File: config.mk
export PLATFORM = sky130hd
export DESIGN_NAME = cordic_sincos_sched
export DESIGN_NICKNAME = d
export VERILOG_FILES = /design/src/rtl/cordic_sincos_sched_pkg.sv /design/src/rtl/cordic_sincos_sched_rr_arb.sv /design/src/rtl/cordic_sincos_sched.sv
export SDC_FILE = /design/constraint.sdc
export NUM_CORES = 1
export LEC_CHECK = 0
export BUFFER_PORTS_ARGS = -buffer_cell sky130_fd_sc_hd__buf_2
export CORE_ASPECT_RATIO = 0.7
export CORE_MARGIN = 2
export CORE_UTILIZATION = 53
export DETAILED_ROUTE_END_ITERATION = 8
export PLACE_DENSITY = 0.87
export REMOVE_ABC_BUFFERS = 1
export SYNTH_ARGS = -nofsm -noshare
export SYNTH_HDL_FRONTEND = slang
export SYNTH_SLANG_ARGS = --single-unit
File: constraint.sdc
create_clock -name i_clk -period 5.6 [get_ports i_clk]
set_input_delay 0.56 -clock i_clk [delete_from_list [all_inputs] [get_ports i_clk]]
set_output_delay 0.56 -clock i_clk [all_outputs]
set_load 0.02 [all_outputs]
File: src/rtl/cordic_sincos_sched_pkg.sv
// Shared types for the CORDIC sin/cos scheduler: FSM states, the tag carried
// alongside the core pipeline, and the default core latency.
package pkg_cordic_sched;

  // Scheduler operating mode.
  typedef enum logic [1:0] {
    RUN,
    DRAIN,
    IDLE
  } state_e;

  // Widest requester ID supported (NUM_REQ up to 8).
  localparam int unsigned MAX_ID_W = 3;

  // Preprocess register plus 16 iteration stages.
  localparam int unsigned DEFAULT_LATENCY = 17;

  // One slot of the tag pipeline that shadows the core.
  typedef struct packed {
    logic                valid;
    logic [MAX_ID_W-1:0] id;
  } tag_t;

endpackage

File: src/rtl/cordic_sincos_sched_rr_arb.sv
// Round-robin arbiter: searches the request vector starting one past the last
// winner, returns a one-hot grant plus its index, and moves the pointer to the
// winner only when the caller actually issues (advance strobe).
module cordic_sched_rr_arb #(
  parameter int unsigned NUM_REQ = 4,
  parameter int unsigned ID_W    = $clog2(NUM_REQ)
) (
  input  logic               i_clk,
  input  logic               i_rst_n,
  input  logic [NUM_REQ-1:0] i_req,
  input  logic               i_advance,
  output logic [NUM_REQ-1:0] o_grant,
  output logic [ID_W-1:0]    o_grant_id
);

  logic [ID_W-1:0] ptr_q;
  logic [ID_W-1:0] idx;
  logic            found;

  // Pick the first requester after the pointer, wrapping around.
  always_comb begin
    o_grant    = '0;
    o_grant_id = '0;
    found      = 1'b0;
    idx        = '0;
    for (int unsigned off = 1; off <= NUM_REQ; off++) begin
      idx = ID_W'((32'(ptr_q) + off) % NUM_REQ);
      if (!found && i_req[idx]) begin
        found        = 1'b1;
        o_grant[idx] = 1'b1;
        o_grant_id   = idx;
      end
    end
  end

  // Pointer resets to the last requester so requester 0 wins first.
  always_ff @(posedge i_clk or negedge i_rst_n) begin
    if (!i_rst_n) begin
      ptr_q <= ID_W'(NUM_REQ - 1);
    end else if (i_advance) begin
      ptr_q <= o_grant_id;
    end
  end

endmodule

File: src/rtl/cordic_sincos_sched.sv
// Round-robin scheduler sharing one pipelined sin/cos CORDIC core among
// NUM_REQ requesters. A tag pipeline shadows the core so each result leaves
// on the response bus with its requester ID; consumer backpressure freezes the
// core through its pipeline enable. i_flush drains the core and reports idle.
//
// Optional build macro CORDIC_SCHED_CHECK_EN: adds a sticky o_err flag that
// fires when core done disagrees with the tag pipeline or the in-flight count
// exceeds the core latency. Without it o_err is tied low.
module cordic_sincos_sched
  import pkg_cordic_sched::*;
#(
  parameter int unsigned NUM_REQ = 4,
  parameter int unsigned BITS    = 16,
  parameter int unsigned STAGES  = DEFAULT_LATENCY - 1,
  parameter int unsigned LATENCY = STAGES + 1,
  parameter int unsigned ID_W    = $clog2(NUM_REQ)
) (
  input  logic                    i_clk,
  input  logic                    i_rst_n,
  input  logic [NUM_REQ-1:0]      i_req_valid,
  input  logic [NUM_REQ*BITS-1:0] i_req_theta,
  output logic [NUM_REQ-1:0]      o_req_ready,
  output logic                    o_rsp_valid,
  input  logic                    i_rsp_ready,
  output logic [ID_W-1:0]         o_rsp_id,
  output logic [BITS-1:0]         o_rsp_sin,
  output logic [BITS-1:0]         o_rsp_cos,
  input  logic                    i_flush,
  output logic                    o_idle,
  output logic                    o_core_start,
  output logic [BITS-1:0]         o_core_theta,
  output logic                    o_core_pipeline_en,
  input  logic                    i_core_done,
  input  logic [BITS-1:0]         i_core_sin,
  input  logic [BITS-1:0]         i_core_cos,
  output logic                    o_err
);

  localparam int unsigned CNT_W = $clog2(LATENCY + 1);

  state_e            state_q;
  logic              idle_q;
  tag_t              tag_q [LATENCY];
  tag_t              tag_in;
  tag_t              head;
  logic [CNT_W-1:0]  cnt_q;
  logic [CNT_W-1:0]  cnt_d;
  logic              stall;
  logic              issue;
  logic              rsp_fire;
  logic [NUM_REQ-1:0] grant;
  logic [ID_W-1:0]   grant_id;
  logic [BITS-1:0]   theta_sel;
  logic              unused_id_hi;

  assign head         = tag_q[LATENCY-1];
  assign o_rsp_valid  = head.valid;
  assign o_rsp_id     = head.id[ID_W-1:0];
  assign unused_id_hi = ^head.id;

  // Results pass straight through; the core holds them while stalled.
  assign o_rsp_sin = i_core_sin;
  assign o_rsp_cos = i_core_cos;

  assign stall              = o_rsp_valid & ~i_rsp_ready;
  assign o_core_pipeline_en = ~stall;
  assign rsp_fire           = o_rsp_valid & i_rsp_ready;

  // Reset is folded in so nothing is granted or started while held in reset.
  assign issue = i_rst_n & (state_q == RUN) & ~stall & (|i_req_valid);

  cordic_sched_rr_arb #(
    .NUM_REQ (NUM_REQ),
    .ID_W    (ID_W)
  ) u_arb (
    .i_clk      (i_clk),
    .i_rst_n    (i_rst_n),
    .i_req      (i_req_valid),
    .i_advance  (issue),
    .o_grant    (grant),
    .o_grant_id (grant_id)
  );

  assign o_req_ready  = issue ? grant : '0;
  assign o_core_start = issue;
  assign o_core_theta = theta_sel;
  assign o_idle       = idle_q;

  // Select the granted requester's angle for the core.
  always_comb begin
    theta_sel = '0;
    for (int k = 0; k < NUM_REQ; k++) begin
      if (grant[k]) begin
        theta_sel = i_req_theta[k*BITS +: BITS];
      end
    end
  end

  // Tag entering the pipeline this cycle.
  always_comb begin
    tag_in       = '0;
    tag_in.valid = issue;
    tag_in.id    = MAX_ID_W'(grant_id);
  end

  // Tag pipeline moves in lockstep with the core pipeline enable.
  always_ff @(posedge i_clk or negedge i_rst_n) begin
    if (!i_rst_n) begin
      for (int i = 0; i < LATENCY; i++) begin
        tag_q[i] <= '0;
      end
    end else if (o_core_pipeline_en) begin
      tag_q[0] <= tag_in;
      for (int i = 1; i < LATENCY; i++) begin
        tag_q[i] <= tag_q[i-1];
      end
    end
  end

  // Next in-flight count: issue adds, accepted response removes.
  always_comb begin
    cnt_d = cnt_q;
    if (issue && !rsp_fire) begin
      cnt_d = cnt_q + CNT_W'(1);
    end else if (!issue && rsp_fire) begin
      cnt_d = cnt_q - CNT_W'(1);
    end
  end

  // In-flight counter register.
  always_ff @(posedge i_clk or negedge i_rst_n) begin
    if (!i_rst_n) begin
      cnt_q <= '0;
    end else if (o_core_pipeline_en) begin
      cnt_q <= cnt_d;
    end
  end

  // Mode FSM with registered idle flag. Drain looks at the next count so idle
  // follows the final response handshake by one cycle.
  always_ff @(posedge i_clk or negedge i_rst_n) begin
    if (!i_rst_n) begin
      state_q <= RUN;
      idle_q  <= 1'b0;
    end else begin
      unique case (state_q)
        RUN: begin
          idle_q <= 1'b0;
          if (i_flush) begin
            state_q <= DRAIN;
          end
        end
        DRAIN: begin
          if (cnt_d == '0) begin
            state_q <= IDLE;
            idle_q  <= 1'b1;
          end
        end
        IDLE: begin
          if (!i_flush) begin
            state_q <= RUN;
            idle_q  <= 1'b0;
          end
        end
        default: begin
          state_q <= RUN;
          idle_q  <= 1'b0;
        end
      endcase
    end
  end

`ifdef CORDIC_SCHED_CHECK_EN
  logic err_q;
  logic err_now;

  // Done must line up with the tag head whenever the core advances.
  assign err_now = i_rst_n &
                   ((o_core_pipeline_en & (i_core_done != head.valid)) |
                    (32'(cnt_q) > LATENCY));

  // Sticky error flag.
  always_ff @(posedge i_clk or negedge i_rst_n) begin
    if (!i_rst_n) begin
      err_q <= 1'b0;
    end else if (err_now) begin
      err_q <= 1'b1;
    end
  end

  assign o_err = err_q | err_now;
`else
  logic unused_core_done;

  assign unused_core_done = i_core_done;
  assign o_err            = 1'b0;
`endif

endmodule

==> impl_metrics.tcl, run 1 <==
set metrics [dict create \
    run_status "finished, final reports clean" \
    leakage_nw 2.253 \
    cts_hold_buf 0 \
    grt_usage_pct 27.61 \
    crit_type "flop to output port" \
    whs_ps 53.69 \
    synth_seq_cells 61 \
    post_drt_wl_per_cell_um 17.56 \
    synth_enable_flop_cells 0 \
    grt_setup_unrepaired "no" \
    diodes 0 \
    fin_util_pct 60.76 \
    dpl_worst_slack_ps 780.7 \
    layout_setup_ws_ps 550.1 \
    hold_path_class "input pin to asynchronous set/reset pin" \
    grt_pass1_vias 3202 \
    final_layout_size_suffix_gt1_share_pct 30.49 \
    die_h_um 75.96 \
    setup.worst_path.end_class "output port" \
    grt_max_degree 56 \
    start_util_pct 54.28 \
    finalSetupViolations 0 \
    drcViolationCount 0 \
    synthFlopType "dfrtp_1" \
    cts_max_path_buffers 2 \
    cp.arrival_ps 4490 \
    synth_top_cell_by_area "dfrtp_1" \
    max_slew_margin_pct 28.02 \
    clkSinkCount 61 \
    clkTransAtPathRegs_ps 70 \
    synth_cell_types 56 \
    maxCapViolations 0 \
    fmax_ghz 0.1980 \
    ir_worst_vdd_mv 0.5123 \
    synthCells 461 \
    period_minus_slack_ps 5050 \
    required_ps 5040 \
    layout.nets 625 \
    area_growth_pct 11.94 \
    finalWirelength_um 10770 \
    vias 3434 \
    async_flop_share_pct 100.0 \
    n_fill_cell 578 \
    cts_buffers 9 \
    regToRegSetupSlack_ps 2480 \
    insertion_delay_ps 340 \
    p_per_area_mw_per_mm2 673.5 \
    multi_input_area_mm2 0.001901 \
    ant_nets 0 \
    post-layout-total-power_mw 2.955 \
    post_drt_via_cell_ratio 5.602 \
    grt_first_pass_wirelength_um 17390 \
    cts_tree "yes" \
    seqCellArea_mm2 0.001529 \
    drt_iter0_drc 264 \
    io_buffers 97 \
    place_congestion 0.9724 \
    maxSlewViolCount 0 \
    ff2ff_path_depth 6 \
    h-tree-depth 3 \
    core_mm2 0.007222 \
    cp_max_fo 20 \
    tightest_slew_ps 1080 \
    first_pass_iters 5 \
    root_buffer "clkbuf_8" \
    syn_area_mm2 0.003920 \
    die_area_mm2 0.008111 \
    io-pin-count 164 \
    fin_crit_sh_pct 90.18 \
    antenna_found_initial 0 \
    timing.rr.end "tag_q[65]" \
    synth_most_common_cell "nand2_1" \
    synthTopCellsByCount "150 x nand2_1, 59 x dfrtp_1, 36 x buf_4" \
    yosys-top-cells-area "dfrtp_1 38%, nand2_1 14%, buf_4 6.9%" \
    timing.rr.start "u_arb.ptr_q[0]" \
    dieWidth_um 106.8 \
    overflow 0 \
    synth_top_area_share_pct 37.66 \
    fin_skew_ps 8.425 \
    ys_seq_area_share_pct 39.00 \
    cp-start-kind "flop" \
    finalSetupTns_ps 0 \
    dpl.hpwl_um 8391 \
    final_hold_viol_count 0 \
    num_rows 26 \
    synth_warnings 0 \
    syn_area_per_cell_um2 8.503 \
]
[sequential cells by signal, indices dropped and copies added, names as in the netlist]
name and count:
state_q 2, o_rsp_id 2, cnt_q 5, o_idle 1, o_rsp_valid 1, tag_q 48, u_arb.ptr_q 2
[how the worst max path moves through the flow]
stage	startpoint	endpoint	slack [ps]	depth (start not counted)
3_5_place_dp	u_arb.ptr_q[0]	o_core_theta[8]	780	9
6_report	u_arb.ptr_q[0]	o_core_theta[0]	550	9
3_3_place_gp	u_arb.ptr_q[0]	o_core_theta[6]	920	9
4_1_cts	u_arb.ptr_q[0]	o_core_theta[8]	420	9
5_1_grt	u_arb.ptr_q[0]	o_core_theta[0]	250	9
2_1_floorplan	o_rsp_valid	o_req_ready[1]	310	4
[worst max-delay path, stage by stage (launching register included)]
cell	delay (ps)
dfstp_2	780
clkinv_1	410
ha_1	560
mux4_2	490
a21oi_2	150
a32oi_1	180
a2111oi_4	1000
o211ai_1	240
o221a_2	180
buf_2	160
[logic make-up after synthesis]
kind of cell               count (synthesis)  synth area share (%)
and+or+nand+nor                          200                 22.02
other                                      1               0.09566
buffers and inverters                     88                 12.83
AOI/OAI and AO/OA                         85                 17.72
DFF                                       61                 39.00
xor gates and xnor gates                   2                0.4469
adders and majority gates                 10                 3.192
muxes                                     14                 4.692
[metal layers]
layer / vias up / wire [um] / global-route usage, %
li1: 1623 / - / -
met1: 1637 / 3836 / 31.09
met2: 155 / 4987 / 43.25
met3: 19 / 1705 / 18.59
met4: 0 / 238 / 6.753
met5: - / 0 / 0
[final cells by class]
type                            instances  area share [%]
Clock buffer                           11           3.450
Clock inverter                          5           1.882
Inverter                               27           2.310
Multi-Input combinational cell        312           43.31
Sequential cell                        61           34.84
Tap cell                               98           2.794
Timing Repair Buffer                   99           11.41
[what timing repair did]
| item | CTS | global route |
|---|---|---|
| setup endpoints to repair | 0 | 6 |
| buffers inserted | 0 | 0 |
| gates resized for setup | 0 | 1 |
[through the flow]
| stage | std cells | cell area [um2] |
|---|---|---|
| final | 613 | 4388 |
| after global routing | 613 | 4388 |
| after floorplan | 400 | 3518 |
| after detailed placement | 597 | 4149 |
| after CTS | 613 | 4383 |
| after global placement | 597 | 4149 |
[layout by cell type, fill, tap and decap left out, types with 3 or more instances in the layout]
cell        Yosys  routed
mux4_2          3       3
o21ai_0        25      25
dfrtp_1        59      59
ha_1           10      10
mux2i_1         6       6
and3_1          3       3
nand2b_1        3       3
clkbuf_8        0      11
o211ai_1       11      11
nor2_1         12      12
mux2_2          5       5
nand3_1         5       5
and2_1          3       3
o221a_2        16      16
a21oi_1         9       9
inv_1          25      25
clkinvlp_4      0       3
nand4_1         8       8
buf_2           5      97
o211ai_2        6       6
nand2_1       150     150
[report_power, final]
part / switching (mW) / internal [mW] / leakage [nW]
logic: 1.02 / 0.701 / 1.37
registers: 0.150 / 0.634 / 0.775
clock network: 0.172 / 0.275 / 0.108
total: 1.35 / 1.61 / 2.25
Power figures use the tool's default switching activity.
==> run 2: changes to the inputs <==
--- a/config.mk
+++ b/config.mk
@@ -10,6 +10,7 @@
 export CORE_MARGIN = 2
 export CORE_UTILIZATION = 53
 export DETAILED_ROUTE_END_ITERATION = 8
+export GPL_TIMING_DRIVEN = 0
 export PLACE_DENSITY = 0.87
 export REMOVE_ABC_BUFFERS = 1
 export SYNTH_ARGS = -nofsm -noshare
==> run 2 against run 1 <==
Cell count decreased by 0.16%. Combinational power hardly changed. Sequential power about the same. Worst setup slack lost 60 ps. Clock skew down 1.2 ps. Global-route usage up 0.94 points. Fmax decreased by 1.2%. Non-clock buffer count fell by 1. Count of clock-buffer cells in the layout grew 1. Worst hold slack improved by 250 ps. Wire length rose by 2.8%. Design area is essentially flat. Critical path type unchanged. Largest power group unchanged. Highest routed layer is now met5.
==> impl_metrics.tcl, run 2 (synthesized netlist as in run 1, its figures left out) <==
set metrics [dict create \
    cts_max_path_buffers 2 \
    die_area_mm2 0.008111 \
    grt_pass1_vias 3454 \
    hold_path_class "input pin to asynchronous set/reset pin" \
    final_layout_size_suffix_gt1_share_pct 30.35 \
    ant_nets 0 \
    reg_top3 "tag_q x48, cnt_q x5" \
    n_fill_cell 604 \
    multi_input_area_mm2 0.001901 \
    layout_setup_ws_ps 490.3 \
    start_util_pct 54.28 \
    run_status "finished, final reports clean" \
    area_growth_pct 11.91 \
    tightest_slew_ps 1078 \
    antenna_found_initial 0 \
    grt_usage_pct 28.55 \
    fmax_ghz 0.1957 \
    postPlaceCellArea_mm2 0.004154 \
    first_pass_iters 4 \
    root_buffer "clkbuf_8" \
    period_minus_slack_ps 5110 \
    finalNonFillerCells 612 \
    path_buf_inv 2 \
    cp-start-kind "flop" \
    largest_reg_flops 48 \
    p_per_area_mw_per_mm2 674.0 \
    crit_slowest_cell "dfstp_2" \
    final_hold_viol_count 0 \
    vias 3520 \
    post_drt_wl_per_cell_um 18.08 \
    insertion_delay_ps 330 \
    clkTransAtPathRegs_ps 70 \
    finalWirelength_um 11070 \
    cp_max_fo 20 \
    diodes 0 \
    io_buffers 97 \
    drt_iter0_drc 252 \
    layout.nets 624 \
    seqCellArea_mm2 0.001529 \
    layout_commonest_cell "nand2_1" \
    ir_worst_vdd_mv 0.5591 \
    die_h_um 75.96 \
    placed_cells 596 \
    final_area_mm2 0.004387 \
    setup.worst_path.end_class "output port" \
    grt_setup_unrepaired "no" \
    place_congestion 0.9743 \
    regMostFlops "tag_q" \
    cts_hold_buf 0 \
    cts_tree "yes" \
    leakage_nw 2.262 \
    max_slew_margin_pct 28.11 \
    fin_skew_ps 7.258 \
    drcViolationCount 0 \
    dpl_worst_slack_ps 678.9 \
    cpPeakStageDelay_ps 770 \
    crit_type "flop to output port" \
    cts_buffers 9 \
    grt_max_degree 64 \
    regToRegSetupSlack_ps 2430 \
    cp.arrival_ps 4550 \
    grt_first_pass_wirelength_um 17840 \
    path_delay_family "simple AND/OR/NAND/NOR gates" \
    h-tree-depth 3 \
    maxCapViolations 0 \
    dpl.hpwl_um 8494 \
    timing.rr.end "u_arb.ptr_q[1]" \
    overflow 0 \
    mostFrequentLayoutCells "150 x nand2_1, 96 x buf_2, 59 x dfrtp_1" \
    cp_cell_sequence "clkinv_1, ha_1, mux4_2, nor3_2, and3_1, nor2_4, nand2b_1, o221a_2, buf_2" \
    required_ps 5040 \
    timing.rr.start "u_arb.ptr_q[0]" \
    finalSetupViolations 0 \
    ff2ff_path_depth 6 \
    clkSinkCount 61 \
    dieWidth_um 106.8 \
    num_rows 26 \
    core_mm2 0.007222 \
    fin_crit_sh_pct 91.24 \
    maxSlewViolCount 0 \
    post_drt_via_cell_ratio 5.752 \
    io-pin-count 164 \
]
[run 2: how the worst max path moves through the flow]
stage	slack, ps	from	depth (start not counted)	endpoint
2_1_floorplan	310	o_rsp_valid	4	o_req_ready[1]
3_3_place_gp	-1490	i_rsp_ready	6	o_req_ready[0]
3_5_place_dp	680	u_arb.ptr_q[0]	9	o_core_theta[6]
4_1_cts	300	u_arb.ptr_q[0]	9	o_core_theta[8]
5_1_grt	130	u_arb.ptr_q[0]	9	o_core_theta[0]
6_report	490	u_arb.ptr_q[0]	9	o_core_theta[8]
[run 2: per-layer routing]
metal,GRT usage (%),share of wire [%],vias up,wire (um)
met5,8.442,0.73,-,81
met4,11.04,3.6,2,395
met3,17.73,14,38,1584
met2,44.14,46,171,5127
met1,31.17,35,1682,3878
li1,-,-,1627,-
[run 2: cell type report]
cell class              count  share of cell area (%)
well taps                  98                   2.795
flip-flops and latches     61                   34.85
clock inverters             4                   1.597
clock buffers              12                   3.537
repair buffers             98                   11.58
multi-input cells         312                   43.33
inverters                  27                   2.310
[run 2: timing repair]
item	4_1_cts	5_1_grt
setup buffers	0	0
endpoints found under the hold margin	0	0
resized for setup	0	1
setup endpoints to repair	0	16
[run 2: stage by stage]
| stage | total power, mW | hold WS [ps] | utilization (%) | setup TNS, ps |
|---|---|---|---|---|
| floorplan | 2.031 | 264.4 | - | 0 |
| CTS | 2.949 | 465.8 | 60.64 | 0 |
| finish | 2.957 | 308.2 | 60.74 | 0 |
| global route | 3.178 | 360.6 | 60.74 | 0 |
| detailed placement | 2.503 | 451.3 | 57.52 | 0 |
| global placement | 2.416 | 440.7 | 57.14 | -20270 |
[run 2: where the power goes]
part | leakage (nW) | internal, mW | switching, mW | total [mW]
combinational | 1.37 | 0.701 | 1.04 | 1.74
clock | 0.116 | 0.273 | 0.159 | 0.432
sequential | 0.775 | 0.634 | 0.148 | 0.782
==> run 3: changes to the inputs <==
--- a/config.mk
+++ b/config.mk
@@ -8,10 +8,11 @@
 export BUFFER_PORTS_ARGS = -buffer_cell sky130_fd_sc_hd__buf_2
 export CORE_ASPECT_RATIO = 0.7
 export CORE_MARGIN = 2
-export CORE_UTILIZATION = 53
+export CORE_UTILIZATION = 54
+export CTS_BUF_LIST = sky130_fd_sc_hd__clkbuf_2
 export DETAILED_ROUTE_END_ITERATION = 8
 export GPL_TIMING_DRIVEN = 0
-export PLACE_DENSITY = 0.87
+export PLACE_DENSITY = 0.89
 export REMOVE_ABC_BUFFERS = 1
 export SYNTH_ARGS = -nofsm -noshare
 export SYNTH_HDL_FRONTEND = slang
==> run 3 against run 2 <==
Via count shrank 2.2%. Cell count shrank 0.33%. Critical endpoint is now o_core_theta[4]. Count of clock-buffer cells in the layout shrank 1. Sequential share of layout area grew 0.60 points.
==> impl_metrics.tcl, run 3 (synthesized netlist as in run 1, its figures left out) <==
set metrics [dict create \
    tightest_slew_ps 789.5 \
    first_pass_iters 6 \
    fin_crit_sh_pct 92.71 \
    post_drt_wl_per_cell_um 19.78 \
    period_minus_slack_ps 5192 \
    ir_worst_vdd_mv 0.4909 \
    cts_hold_buf 0 \
    reg_top3 "tag_q x48, cnt_q x5" \
    layout.nets 626 \
    dieWidth_um 105.8 \
    crit_type "flop to output port" \
    h-tree-depth 3 \
    finalWirelength_um 12070 \
    dpl_worst_slack_ps 524.3 \
    clkSinkCount 61 \
    maxSlewViolCount 0 \
    post_drt_via_cell_ratio 5.643 \
    layout_setup_ws_ps 408.0 \
    grt_usage_pct 30.76 \
    final_hold_viol_count 0 \
    grt_first_pass_wirelength_um 17680 \
    mostFrequentLayoutCells "150 x nand2_1, 96 x buf_2, 59 x dfrtp_1" \
    die_area_mm2 0.007968 \
    cp-start-kind "flop" \
    start_util_pct 56.96 \
    regMostFlops "tag_q" \
    dpl.hpwl_um 9376 \
    num_rows 25 \
    maxCapViolations 0 \
    vias 3442 \
    p_per_area_mw_per_mm2 656.5 \
    finalSetupViolations 0 \
    setup.worst_path.end_class "output port" \
    root_buffer "clkbuf_2" \
    max_slew_margin_pct 47.37 \
    layout_commonest_cell "nand2_1" \
    cp.arrival_ps 4630 \
    clkTransAtPathRegs_ps 180 \
    io_buffers 97 \
    fin_skew_ps 27.39 \
    largest_reg_flops 48 \
    core_mm2 0.006882 \
    ant_nets 0 \
    regToRegSetupSlack_ps 2400 \
    drcViolationCount 0 \
    cts_max_path_buffers 2 \
    cts_tree "yes" \
    cp_max_fo 20 \
    finalSetupTns_ps 0 \
    cp_cell_sequence "clkinv_1, ha_1, mux4_2, nor3_2, and3_1, a211o_4, o211ai_1, o221a_2, buf_2" \
    leakage_nw 2.237 \
    drt_iter0_drc 284 \
    cts_buffers 9 \
    diodes 0 \
    area_growth_pct 10.02 \
    cpPeakStageDelay_ps 820 \
    place_congestion 1.016 \
    grt_pass1_vias 2939 \
    io-pin-count 164 \
    required_ps 5040 \
    run_status "finished, final reports clean" \
    final_layout_size_suffix_gt1_share_pct 30.62 \
    fmax_ghz 0.1926 \
    grt_max_degree 64 \
    crit_slowest_cell "dfstp_2" \
    antenna_found_initial 0 \
    post-layout-total-power_mw 2.832 \
    insertion_delay_ps 480 \
    hold_path_class "input pin to asynchronous set/reset pin" \
    die_h_um 75.29 \
    overflow 0 \
    grt_setup_unrepaired "no" \
]
[run 3: changes by cell type in the layout (fill, tap and decap cells not counted)]
cell | before | now
clkbuf_8 | 11 | 0
nand2b_2 | 0 | 1
inv_2 | 1 | 0
clkbuf_2 | 0 | 11
clkinvlp_4 | 0 | 1
clkbuf_1 | 1 | 0
clkinv_1 | 1 | 3
buf_12 | 1 | 2
bufinv_16 | 2 | 1
buf_16 | 0 | 1
nand2b_1 | 3 | 2
[run 3: per-layer routing]
metal,track usage [%],share of wire (%),vias up
li1,-,-,1637
met2,44.66,42,170
met4,5.117,0.83,0
met3,31.43,23,11
met1,32.15,34,1624
met5,0,0,-
[run 3: cell type report]
class                   count  area, um2
clock inverters             5      51.30
well taps                  94      117.6
multi-input cells         312       1903
inverters                  27      101.3
clock buffers              11      55.05
flip-flops and latches     61       1529
repair buffers            100      555.5
fillers                   588       2569
[run 3: worst paths after layout]
| check | startpoint | endpoint | cells past startpoint |
|---|---|---|---|
| worst max-delay path | u_arb.ptr_q[0] | o_core_theta[4] | 9 |
| worst min-delay path | i_rst_n | o_rsp_id[0] | 1 |
| worst max register to register | u_arb.ptr_q[0] | tag_q[65] | 6 |
| worst min register to register | tag_q[7] | o_rsp_valid | 1 |
| max in group asynchronous | i_rst_n | cnt_q[3] | 1 |
| min in group i_clk | i_flush | state_q[1] | 3 |
[run 3: timing repair]
item	4_1_cts	5_1_grt
hold endpoints to repair	0	0
setup endpoints to repair	1	16
pin swaps	0	1
setup buffers	0	1
resized for setup	1	1
[run 3: metrics by stage]
stage,util (%),hold slack [ps],instances,area [um2]
5_1_grt,62.67,132.9,610,4313
6_report,62.67,114.9,610,4313
2_1_floorplan,-,264.4,400,3518
4_1_cts,61.91,325.5,608,4260
3_3_place_gp,59.89,440.1,591,4121
3_5_place_dp,60.29,450.9,592,4149
[run 3: critical path: cells and delay by family, from the launching register on]
| family | cells | cell delay [ps] |
|---|---|---|
| adders and majority gates | 1 | 600 |
| DFF | 1 | 820 |
| buffers and inverters | 2 | 590 |
| and+or+nand+nor | 2 | 1030 |
| muxes | 1 | 520 |
| AOI/OAI and AO/OA | 3 | 590 |
[run 3: report_power, final]
group | total [mW] | leakage (nW) | switching [mW] | internal [mW]
Clock | 0.259 | 0.0694 | 0.155 | 0.104
Combinational | 1.80 | 1.39 | 1.05 | 0.748
Sequential | 0.774 | 0.775 | 0.144 | 0.631
Total | 2.83 | 2.24 | 1.35 | 1.48
